==> config.mk <==
export PLATFORM = sky130hd
export DESIGN_NAME = seq_div16by8
export DESIGN_NICKNAME = d
export VERILOG_FILES = /design/src/rtl/seq_div16by8_pkg.sv /design/src/rtl/seq_div16by8_trial_sub9.sv /design/src/rtl/seq_div16by8.sv
export SDC_FILE = /design/constraint.sdc
export NUM_CORES = 1
export LEC_CHECK = 0
export BUFFER_PORTS_ARGS = -buffer_cell sky130_fd_sc_hd__buf_2
export CAP_MARGIN = 20
export CELL_PAD_IN_SITES_DETAIL_PLACEMENT = 1
export CELL_PAD_IN_SITES_GLOBAL_PLACEMENT = 2
export CORE_ASPECT_RATIO = 1.2
export CORE_MARGIN = 2
export CORE_UTILIZATION = 38
export CTS_CLUSTER_SIZE = 25
export DETAILED_ROUTE_END_ITERATION = 8
export PLACE_DENSITY = 0.87
export SYNTH_ARGS = -nofsm -noshare
export SYNTH_HDL_FRONTEND = slang
export SYNTH_HIERARCHICAL = 1
export SYNTH_SLANG_ARGS = --single-unit
==> constraint.sdc <==
create_clock -name clk -period 7.2 [get_ports clk]
set_input_delay 1.44 -clock clk [delete_from_list [all_inputs] [get_ports clk]]
set_output_delay 1.44 -clock clk [all_outputs]
set_load 0.01 [all_outputs]
==> src/rtl/seq_div16by8_pkg.sv <==
// Shared widths, state encoding and constants for the sequential 16/8 restoring divider.
package seq_div16by8_pkg;

  localparam int unsigned N_DVD = 16;
  localparam int unsigned N_DVS = 8;
  localparam int unsigned CNT_W = 4;

  localparam logic [N_DVD-1:0] DIV0_QUOT = 16'hFFFF;

  typedef enum logic [1:0] {
    ST_IDLE = 2'b00,
    ST_RUN  = 2'b01,
    ST_DONE = 2'b10
  } state_t;

endpackage

==> src/rtl/seq_div16by8_trial_sub9.sv <==
// Ripple-borrow trial subtractor (d = a - b), bit-sliced like a full-adder chain.
module trial_sub9 #(
  parameter int unsigned W = 9
) (
  input  logic [W-1:0] a,
  input  logic [W-1:0] b,
  output logic [W-1:0] d,
  output logic         borrow
);

  logic [W:0] w_bc;

  assign w_bc[0] = 1'b0;

  for (genvar i = 0; i < W; i++) begin : g_bit
    assign d[i]      = a[i] ^ b[i] ^ w_bc[i];
    assign w_bc[i+1] = (~a[i] & b[i]) | (~(a[i] ^ b[i]) & w_bc[i]);
  end

  assign borrow = w_bc[W];

endmodule

==> src/rtl/seq_div16by8.sv <==
// Sequential restoring divider: one quotient bit per clock, start/busy/done handshake,
// divide-by-zero short-circuits straight to DONE.
module seq_div16by8
  import seq_div16by8_pkg::*;
#(
  parameter int unsigned N_DVD = seq_div16by8_pkg::N_DVD,
  parameter int unsigned N_DVS = seq_div16by8_pkg::N_DVS
) (
  input  logic             clk,
  input  logic             rst_n,
  input  logic             start,
  input  logic [N_DVD-1:0] dividend,
  input  logic [N_DVS-1:0] divisor,
  output logic             busy,
  output logic             done,
  output logic [N_DVD-1:0] quotient,
  output logic [N_DVS-1:0] remainder,
  output logic             div_zero
);

  state_t r_state;
  state_t w_next;

  logic [N_DVS-1:0] r_r;
  logic [N_DVD-1:0] r_q;
  logic [N_DVS-1:0] r_dvs;
  logic [CNT_W-1:0] r_cnt;
  logic [N_DVD-1:0] r_quot;
  logic [N_DVS-1:0] r_rem;
  logic             r_dz;

  logic [N_DVS:0]   w_t;
  logic [N_DVS:0]   w_d;
  logic             w_borrow;
  logic [N_DVS:0]   w_r_nxt;
  logic [N_DVD-1:0] w_q_nxt;
  logic             w_accept;
  logic             w_dvs_zero;
  logic             w_last;
  logic             w_unused;

  // R is held 8 bits wide: R < divisor keeps bit 8 of every restored value at 0.
  assign w_t        = {r_r, r_q[N_DVD-1]};
  assign w_r_nxt    = w_borrow ? w_t : w_d;
  assign w_q_nxt    = {r_q[N_DVD-2:0], ~w_borrow};
  assign w_unused   = w_r_nxt[N_DVS];
  assign w_accept   = start && (r_state != ST_RUN);
  assign w_dvs_zero = (divisor == '0);
  assign w_last     = (r_cnt == CNT_W'(N_DVD - 1));

  trial_sub9 #(.W(N_DVS + 1)) u_sub (
    .a      (w_t),
    .b      ({1'b0, r_dvs}),
    .d      (w_d),
    .borrow (w_borrow)
  );

  always_comb begin
    w_next = r_state;
    case (r_state)
      ST_IDLE, ST_DONE: begin
        if (start)                  w_next = w_dvs_zero ? ST_DONE : ST_RUN;
        else if (r_state == ST_DONE) w_next = ST_IDLE;
      end
      ST_RUN:  if (w_last) w_next = ST_DONE;
      default: w_next = ST_IDLE;
    endcase
  end

  always_ff @(posedge clk or negedge rst_n) begin
    if (!rst_n) r_state <= ST_IDLE;
    else        r_state <= w_next;
  end

  always_ff @(posedge clk or negedge rst_n) begin
    if (!rst_n) begin
      r_r    <= '0;
      r_q    <= '0;
      r_dvs  <= '0;
      r_cnt  <= '0;
      r_quot <= '0;
      r_rem  <= '0;
      r_dz   <= 1'b0;
    end else if (w_accept) begin
      r_r   <= '0;
      r_q   <= dividend;
      r_dvs <= divisor;
      r_cnt <= '0;
      if (w_dvs_zero) begin
        r_quot <= DIV0_QUOT;
        r_rem  <= dividend[N_DVS-1:0];
        r_dz   <= 1'b1;
      end
    end else if (r_state == ST_RUN) begin
      r_r   <= w_r_nxt[N_DVS-1:0];
      r_q   <= w_q_nxt;
      r_cnt <= r_cnt + 1'b1;
      if (w_last) begin
        r_quot <= w_q_nxt;
        r_rem  <= w_r_nxt[N_DVS-1:0];
        r_dz   <= 1'b0;
      end
    end
  end

  assign busy      = (r_state == ST_RUN);
  assign done      = (r_state == ST_DONE);
  assign quotient  = r_quot;
  assign remainder = r_rem;
  assign div_zero  = r_dz;

endmodule

==> flow_metrics.env <==
export IMPL_synth_area_um2=3190
export IMPL_path_common_cell="fa_1"
export IMPL_grt_pass1_vias=2713
export IMPL_finalHoldViolCount=0
export IMPL_setup_tns_final_ps=0
export IMPL_dpl_instance_area_um2=3510
export IMPL_wl_per_cell_um=17.4
export IMPL_crit_type="flop to flop"
export IMPL_cts_made_buffers=9
export IMPL_grt_pass1_wl_um=13500
export IMPL_cp_slowest_cell="fa_1"
export IMPL_clock_fmax_mhz=226
export IMPL_drc=0
export IMPL_powerDensity_nw_per_um2=437
export IMPL_firstDrtPassIters=4
export IMPL_io_pins=54
export IMPL_holdBufCountCts=0
export IMPL_critPathMaxStageDelay_ps=420
export IMPL_antenna_cells=0
export IMPL_filler_cell_count=941
export IMPL_drt_initial_drc_count=81
export IMPL_synth_top_area_share_pct=49.4
export IMPL_min_period_over_period_pct=61.4
export IMPL_path_clk_slew_ps=70
export IMPL_drive_above_1_share_pct=26.4
export IMPL_tritoncts="yes"
export IMPL_end_kind="flop"
export IMPL_hp_start="div_zero$_DFFE_PN0P_"
export IMPL_vias=2450
export IMPL_cts_resized=0
export IMPL_yosysWarnings=6
export IMPL_synth_flop_cell="dfrtp_1"
export IMPL_syn_mean_instance_area_um2=10.4
export IMPL_ctsLongestPathBuffers=2
export IMPL_layout_min_cycle_time_ps=4420
export IMPL_syn_inst=306
export IMPL_place_gp_congestion=0.820
export IMPL_cts_sinks=63
export IMPL_wl_um=8190
export IMPL_synth_edf_count=0
export IMPL_hold_end="div_zero$_DFFE_PN0P_"
export IMPL_fin_area_um2=3680
export IMPL_ys_seq_area_share_pct=49.4
export IMPL_cts_root_buf="clkbuf_8"
export IMPL_grt_max_degree=72
export IMPL_floorplan_die_area_um2=9160
export IMPL_final_util_pct=45.1
export IMPL_io_buffers=53
export IMPL_die_h_um=104
export IMPL_total_leakage_power_nw=1.78
export IMPL_clock_latency_ps=340
export IMPL_status="complete, no violations"
export IMPL_antenna_found_initial=0
export IMPL_h_tree_depth=3
export IMPL_yosysTopAreaCell="dfrtp_1"
export IMPL_critPathLaunchType="flop"
export IMPL_synth_area_leaders="dfrtp_1 (49%), mux2_2 (5.6%), fa_1 (5.0%)"
export IMPL_initial_core_util_pct=39.2
export IMPL_cp_cell_sequence="inv_1, ha_1, inv_1, fa_1, inv_1, fa_1, fa_1, fa_1, fa_1, fa_1, fa_1, inv_1, fa_1, inv_1, mux2_2, nand3_1, o311ai_0"
export IMPL_placementRows=36
export IMPL_vdd_ir_drop_max_v=0.000229
export IMPL_slew_viol_final=0
export IMPL_seq_area_um2=1580
export IMPL_final_common_cell="dfrtp_1"
export IMPL_rsz0062_at_grt="false"
export IMPL_worst_pin_slew_ps=1110
export IMPL_overflow=0
export IMPL_die_x_um=87.7
export IMPL_cp_required_ps=7380
export IMPL_r2r_worst_path_cells=17
export IMPL_track_usage_pct=19.1
export IMPL_async_flop_share_pct=100
export IMPL_setup_violations=0
export IMPL_timing_rr_start="r_q[15]$_DFFE_PN0P_"
export IMPL_fin_nets=389
export IMPL_slew_headroom_pct=25.9
export IMPL_timing_rr_end="remainder[2]$_DFFE_PN0P_"
export IMPL_synthToLayoutAreaGrowth_pct=15.2
export IMPL_maxCapViolCount=0
export IMPL_synth_cell_types=38
export IMPL_synth_nets=343
export IMPL_core_area_um2=8150
export IMPL_layout_common_cells="dfrtp_1 (63), buf_2 (53), nand2_1 (38), inv_1 (29), a21oi_1 (24)"
export IMPL_ys_ff_latch=63
export IMPL_post_cts_repair_setup_buffers=0
export IMPL_worst_ep_arrival_time_ps=4600
export IMPL_fin_skew_ps=7.15
export IMPL_ff2ff_setup_slack_ps=2780
export IMPL_routed_via_density=5.21
export IMPL_cp_max_fo=10
export IMPL_min_path_type="flop to flop"
export IMPL_multiInputGateArea_um2=1400
export IMPL_hpwl_um=5600
export IMPL_hold_path_depth=1
export IMPL_ant_nets=0
[cell usage after synthesis, types with 2 or more instances]
cell type	count
dfrtp_1	63
nand2_1	38
inv_1	29
a21oi_1	24
nand3_1	18
o21ai_0	18
mux2_2	16
a2bb2oi_1	15
clkbuf_1	11
mux2i_1	9
fa_1	8
and2_1	7
nand4_1	7
o311ai_0	6
buf_1	4
nor4_4	3
buf_2	2
buf_4	2
clkbuf_8	2
ha_1	2
nand2b_1	2
o311ai_1	2
or4_4	2
xor2_1	2
[logic make-up after synthesis]
group | Yosys count | synth area share, %
adder cells (fa/ha/maj) | 10 | 5.80
AND/OR/NAND/NOR | 84 | 14.7
AO/OA/AOI/OAI | 70 | 14.0
flip-flops | 63 | 49.4
other | 1 | 0.117
multiplexers | 25 | 8.46
buffers and inverters | 51 | 6.94
XOR/XNOR | 2 | 0.549
[through the flow]
step                std cells  worst slack [ps]  power [mW]  hold WS (ps)
floorplan                 306              3080        1.12           467
global placement          455              2990        1.30           492
detailed placement        455              2790        1.35           496
CTS                       470              2760        1.63           511
global route              470              2530        1.75           513
finish                    470              2780        1.61           502
[registers in the layout, summed over array words and instances, names as in the netlist]
signal	cells
quotient	16
r_dvs	8
r_state	2
r_cnt	4
r_r	8
r_q	16
remainder	8
div_zero	1
[worst max-delay path by stage]
stage                               end  cells past startpoint  slack (ps)           startpoint
2_1_floorplan  remainder[0]$_DFFE_PN0P_                     18        3080  r_q[15]$_DFFE_PN0P_
3_3_place_gp   remainder[3]$_DFFE_PN0P_                     17        2990  r_q[15]$_DFFE_PN0P_
3_5_place_dp   remainder[3]$_DFFE_PN0P_                     17        2790  r_q[15]$_DFFE_PN0P_
4_1_cts        remainder[3]$_DFFE_PN0P_                     17        2760  r_q[15]$_DFFE_PN0P_
5_1_grt        remainder[0]$_DFFE_PN0P_                     17        2530  r_q[15]$_DFFE_PN0P_
6_report       remainder[2]$_DFFE_PN0P_                     17        2780  r_q[15]$_DFFE_PN0P_
[worst max-delay path: cells and delay by family, from the launching register on]
kind,cells,cell delay (ps)
buffers and inverters,5,450
adder cells (fa/ha/maj),9,2850
multiplexers,1,350
AND/OR/NAND/NOR,1,80
flip-flops,1,370
AO/OA/AOI/OAI,1,170
[report_power, final]
part | switching [mW] | total [mW] | leakage (nW) | internal (mW)
Sequential | 0.119 | 0.641 | 0.768 | 0.522
Clock | 0.137 | 0.268 | 0.0850 | 0.131
Combinational | 0.385 | 0.700 | 0.925 | 0.314
[routing by layer]
| layer | global-route usage, % | wire, um |
|---|---|---|
| met1 | 23.8 | 3570 |
| met2 | 32.6 | 4180 |
| met3 | 3.02 | 282 |
| met4 | 7.58 | 160 |
| met5 | 0 | 0 |
[area by class of cell]
cell class | count | share of cell area, %
timing repair buffer | 56 | 7.82
multi-input combinational | 192 | 37.9
tap | 114 | 3.88
sequential | 63 | 42.9
inverter | 30 | 3.06
clock inverter | 4 | 0.612
clock buffer | 11 | 3.84
Note: power is estimated with default switching activity, not from simulation.
